==> config.mk <==
export PLATFORM = sky130hd
export DESIGN_NAME = pc_unit
export DESIGN_NICKNAME = d
export VERILOG_FILES = /design/src/rtl/pc_unit.sv
export SDC_FILE = /design/constraint.sdc
export NUM_CORES = 1
export LEC_CHECK = 0
export CORE_AREA = 2 2 199 201
export DETAILED_ROUTE_END_ITERATION = 7
export DIE_AREA = 0 0 201 203
export PLACE_DENSITY = 0.57
export SLEW_MARGIN = 20
export SYNTH_ARGS = -nofsm -noshare
export SYNTH_HDL_FRONTEND = slang
export SYNTH_SLANG_ARGS = --single-unit
==> constraint.sdc <==
create_clock -name clock -period 3.5 [get_ports clock]
set_input_delay 0.35 -clock clock [delete_from_list [all_inputs] [get_ports clock]]
set_output_delay 0.35 -clock clock [all_outputs]
set_load 0.05 [all_outputs]
==> src/rtl/pc_unit.sv <==
// pc_unit -- program counter with status-flag register and performance counters.
//
// Ports:
//   clock        single clock; all state changes on its rising edge
//   reset        synchronous, active-low
//   PC_FS[1:0]   PC function: 00 hold, 01 PC+4, 10 load {in[63:2],00}, 11 PC+(k<<2)
//   k[63:0]      sign-extended branch offset in instruction words
//   in[63:0]     register-sourced branch target
//   status_in    {V,C,N,Z} from the ALU
//   status_load  latch status_in this edge
//   PC[63:0]     current program counter (registered)
//   PC4[63:0]    PC+4, combinational from PC only
//   status[3:0]  registered {V,C,N,Z}
//   align_fault  sticky; set by a load-in target with in[1:0] != 00
//   instr_cnt    saturating count of edges with PC_FS != 00
//   taken_cnt    saturating count of load-ins and non-zero-offset jumps
module pc_unit #(
    parameter logic [63:0] RESET_PC = 64'h0,
    parameter int unsigned CNT_W    = 32
) (
    input  logic             clock,
    input  logic             reset,
    input  logic [1:0]       PC_FS,
    input  logic [63:0]      k,
    input  logic [63:0]      in,
    input  logic [3:0]       status_in,
    input  logic             status_load,
    output logic [63:0]      PC,
    output logic [63:0]      PC4,
    output logic [3:0]       status,
    output logic             align_fault,
    output logic [CNT_W-1:0] instr_cnt,
    output logic [CNT_W-1:0] taken_cnt
);

    logic [63:0] next_pc;
    logic        advance;
    logic        taken;
    logic        misaligned;

    assign PC4 = PC + 64'd4;

    always_comb begin
        next_pc    = PC;
        advance    = 1'b0;
        taken      = 1'b0;
        misaligned = 1'b0;
        unique case (PC_FS)
            2'b00: begin
                next_pc = PC;
            end
            2'b01: begin
                next_pc = PC4;
                advance = 1'b1;
            end
            2'b10: begin
                next_pc    = {in[63:2], 2'b00};
                advance    = 1'b1;
                taken      = 1'b1;
                misaligned = (in[1:0] != 2'b00);
            end
            2'b11: begin
                // Offset is in words; the shift drops k[63:62], which is
                // harmless under modulo-2^64 arithmetic.
                next_pc = PC + {k[61:0], 2'b00};
                advance = 1'b1;
                taken   = (k != '0);
            end
            default: begin
                next_pc = PC;
            end
        endcase
    end

    always_ff @(posedge clock) begin
        if (!reset) begin
            PC          <= RESET_PC;
            status      <= '0;
            align_fault <= 1'b0;
            instr_cnt   <= '0;
            taken_cnt   <= '0;
        end else begin
            PC <= next_pc;
            if (status_load) begin
                status <= status_in;
            end
            if (misaligned) begin
                align_fault <= 1'b1;
            end
            if (advance && (instr_cnt != '1)) begin
                instr_cnt <= instr_cnt + CNT_W'(1);
            end
            if (taken && (taken_cnt != '1)) begin
                taken_cnt <= taken_cnt + CNT_W'(1);
            end
        end
    end

endmodule

---- After elaboration in Yosys (flattened, before gate mapping) ----
Index checks and enable logic that the tools add are counted.
storage, ports and cells
  bits in registers ....................... 133
  output and inout bits ................... 197
cells by class
  add/sub/neg operators ................... 4
  eq/ne operators ......................... 5
  mux-type cells .......................... 4
  reduce and logical (&&, ||, !) cells .... 6
operator list
  kind                                            count
  one-hot mux 64 bit (3 select lines)             1
  adder 32 x 1 -> 32 bit (second input constant)  2
  adder 64 x 3 -> 64 bit (second input constant)  1
  adder 64 bit                                    1
  inequality test 32 bit (second input constant)  2
  nonzero test 64 bit                             1
  == test 2 bit (second input constant)           2
  OR reduction 3 bit                              1
  == test 2 x 1 -> 1 bit (second input constant)  1
  logical AND 1 bit                               2
  logical NOT 2 bit                               1
  2-to-1 mux 1 bit                                2
  one-hot mux 1 bit (2 select lines)              1
  nonzero test 2 bit                              1

---- Longest topological paths before layout ----
  depth after elaboration ................. 4
  gate-level depth with buffers ........... 13
  gate-level depth less buffers ........... 12

---- Worst setup path before layout ----
No wires, ideal clock.
  path type ............................... flip-flop to output port
  start ................................... register PC[6]
  end ..................................... output PC4[55]
  data arrival time ....................... 3431 ps
  required time ........................... 3150 ps
  path slack .............................. -281 ps
  cell stages (with the launch flop) ...... 12
  buffers on the path ..................... 3
  cells stage by stage .................... dfxtp_1 -> buf_4 -> nand3_1 -> or3_1 -> buf_2 -> and4bb_4 -> and4_4 -> and3_1 -> buf_4 -> and3_4 -> nand3_1 -> xnor2_1
between the ends
  longest elaborated chain between the ends .. 1
RTL lines
  item                    line  source
  from (decl)             28    output logic [63:0] PC,
  from (signal assigned)  83    PC <= next_pc;
  adder 64 x 3 -> 64 bit  41    assign PC4 = PC + 64'd4;
  to (decl)               29    output logic [63:0] PC4,
Every way passes these cells.

---- Final worst setup path ----
  start ................................... register PC[2]
  end ..................................... output PC4[62]
The elaborated chain is that of the path after synthesis.

==> out/metrics.cfg <==
[grt]
track_usage=0.230
grt_max_degree=60
grt_first_pass_wirelength_um=74000
antenna_found_initial=3
grt-ovfl-total=0
grt_pass1_vias=12700

[cells_and_area]
layout_commonest_cell=clkdlybuf4s50_1
fin_nets=2187
layout-drive-gt1-share=0.182
area_delta_synth_final_pct=55.7
final_area_um2=17800
final_cells=2518
mostFrequentLayoutCells=clkdlybuf4s50_1, buf_4, nor2_1

[detailed_routing]
drt_iter0_markers=763
num_vias=12900
avgViaCountPerCell=5.12
detail_route.wirelength_um=48000
ant_nets=0
dr.pass1.iters=5
wl_per_cell_um=19.1
drc=0

[logic_synthesis]
synthTopCellsByArea=dfxtp_1, xnor2_1, xor2_1, ha_1, a21oi_1
synth_warnings=0
synth_flop_cell=dfxtp_1
synth_top_area_share=0.230
synth-seq-area-share=0.230
yosys.area.top_type=dfxtp_1
asyncSetResetFlopFracSynth=0
netlist_area_um2=11400
synth-edff-count=0
syn_inst=1517
ys_types=70
syn_avg_cell_area_um2=7.53
ys_ff_latch=131

[timing]
fin_ws_ns=0.0601
min_period_over_period=0.983
final-hold-violation-count=0
setup_tns_ns=0
tightest_slew_ns=0.825
slew_violations=0
period_minus_slack_ns=3.44
setup_viol=0
max_freq_mhz=291
skew_ns=0.0125
slew_headroom=0.448

[placed_design]
dp_hpwl_um=38100
io_buffers=329
dp_cells=2477
globalplace.congestion=0.904
placed_area_um2=16900
dp_slack_ns=-0.480

[power]
p_leak_nw=7.36
pwr_density_cell_nw_per_um2=365
ir_drop_mv=0.318

[critical_path]
slowest_delay_ns=0.34
required_ns=3.15
cp_max_fo=4
cp_cell_sequence=buf_6 > ha_4 > nand4_1 > nor4_4 > buf_4 > and4_4 > and3_4 > and3_4 > buf_4 > nand3_2 > xnor2_2 > buf_12
endpoint_kind=output port
path_class=flop to output port
cp_slowest_cell=dfxtp_2
crit_family=simple AND/OR/NAND/NOR gates
worst-path-buf-inv=4
crit_arrival_ns=3.09
cp-start-kind=flop

[min_path]
worst_hold_path_type=flop to flop

[clocking]
max-clock-path-buffers=2
insertion_delay_ns=0.45
cts_tree=done
cts_buffers=17
htree_levels=4
cts_sinks=131
cts_hold_buffers=0
clock-root-buffer=clkbuf_16
path_clk_slew_ns=0.06

[floorplanning]
ioPinCount=334
dieHeight_um=203
dieArea_um2=40800
coreArea_um2=38500
start_util=0.297
std_cell_rows=72
die_w_um=201

[job]
cap_violations=0

[outcome]
run_status=finished, final reports clean

==> sequential cells by signal, summed over array words and instances (netlist names) <==
register / count
instr_cnt: 32
status: 4
taken_cnt: 32
PC: 62
align_fault: 1
==> kinds of logic after synthesis <==
| group | after synthesis | share of synthesized area |
|---|---|---|
| AOI/OAI and AO/OA | 352 | 0.193 |
| xor gates and xnor gates | 226 | 0.173 |
| adders and majority gates | 65 | 0.0719 |
| buffers and inverters | 122 | 0.0435 |
| DFF | 131 | 0.230 |
| muxes | 40 | 0.0364 |
| other | 1 | 0.000328 |
| and+or+nand+nor | 580 | 0.252 |
==> metrics by stage <==
step / utilization / hold WS [ns] / power [mW]
3_3_place_gp: 0.440 / 0.433 / 4.52
3_5_place_dp: 0.441 / 0.462 / 4.52
2_1_floorplan: - / 0.497 / 3.30
4_1_cts: 0.460 / 0.472 / 6.50
6_report: 0.462 / 0.471 / 6.49
5_1_grt: 0.462 / 0.485 / 6.78
==> per-layer routing <==
layer | vias up | share of wire | GRT usage
met5 | - | 0 | 0
met4 | 0 | 0.027 | 0.0783
met3 | 57 | 0.053 | 0.0384
met2 | 392 | 0.47 | 0.385
met1 | 6078 | 0.45 | 0.301
li1 | 6371 | - | -
==> worst register-to-register path: cells and delay by family, from the launching register on <==
family	cells	cell delay (ns)
xor+xnor	1	0.23
compound gates	9	1.88
flops	1	0.33
fa+ha+maj	2	0.61
buf+inv	1	0.12
==> timing repair <==
item | CTS | global route
setup buffers | 5 | 2
setup endpoints to repair | 28 | 23
gates resized for setup | 29 | 16
pin swaps | 9 | 4
gates cloned | 0 | 0
==> final timing paths <==
check,from,end,slack [ns],depth (start not counted)
min reg2reg,align_fault$_SDFFE_PN0P_,align_fault$_SDFFE_PN0P_,0.47,2
max,PC[2]$_SDFFE_PN0P_,PC4[62],0.06,12
min,align_fault$_SDFFE_PN0P_,align_fault$_SDFFE_PN0P_,0.47,2
max reg2reg,PC[2]$_SDFFE_PN0P_,PC[48]$_SDFFE_PN0P_,0.20,13
==> power by group <==
part / switching (mW) / internal, mW / leakage [nW]
combinational: 1.62 / 1.23 / 5.99
clock: 0.798 / 1.15 / 0.296
sequential: 0.114 / 1.57 / 1.08
==> area by class of cell <==
class                           count  area, µm²
Fill cell                        3923      20700
Multi-Input combinational cell   1267       8620
Timing Repair Buffer              534       5130
Sequential cell                   131       2630
Tap cell                          518        648
Clock buffer                       19        443
Clock inverter                     13        174
Inverter                           34        128
Antenna cell                        2       5.00
==> Yosys cell counts (all sizes together), types with 2 or more instances <==
| library cell | instances |
|---|---|
| nand2 | 144 |
| buf | 25 |
| a21boi | 3 |
| o211ai | 5 |
| a21oi | 122 |
| a31oi | 12 |
| a22oi | 2 |
| a221o | 2 |
| o221ai | 14 |
| a2111oi | 2 |
| o21ai | 76 |
| nor3 | 20 |
| nand3b | 2 |
| o22ai | 2 |
| a221oi | 8 |
| or3 | 12 |
| a41oi | 3 |
| xor2 | 97 |
| mux2 | 2 |
| a211oi | 30 |
| ha | 64 |
| o2111ai | 3 |
| a211o | 2 |
| mux2i | 37 |
| and4 | 16 |
| nor2b | 5 |
| xnor2 | 129 |
| inv | 33 |
| o31ai | 4 |
| nand3 | 61 |
| dfxtp | 131 |
| nor4 | 27 |
| and2 | 25 |
| a21o | 29 |
| o21bai | 17 |
| o21a | 6 |
| nand4 | 53 |
| and3 | 51 |
| or2 | 5 |
| nor2 | 156 |
| clkbuf | 63 |
Note: power is estimated with default switching activity, not from simulation.
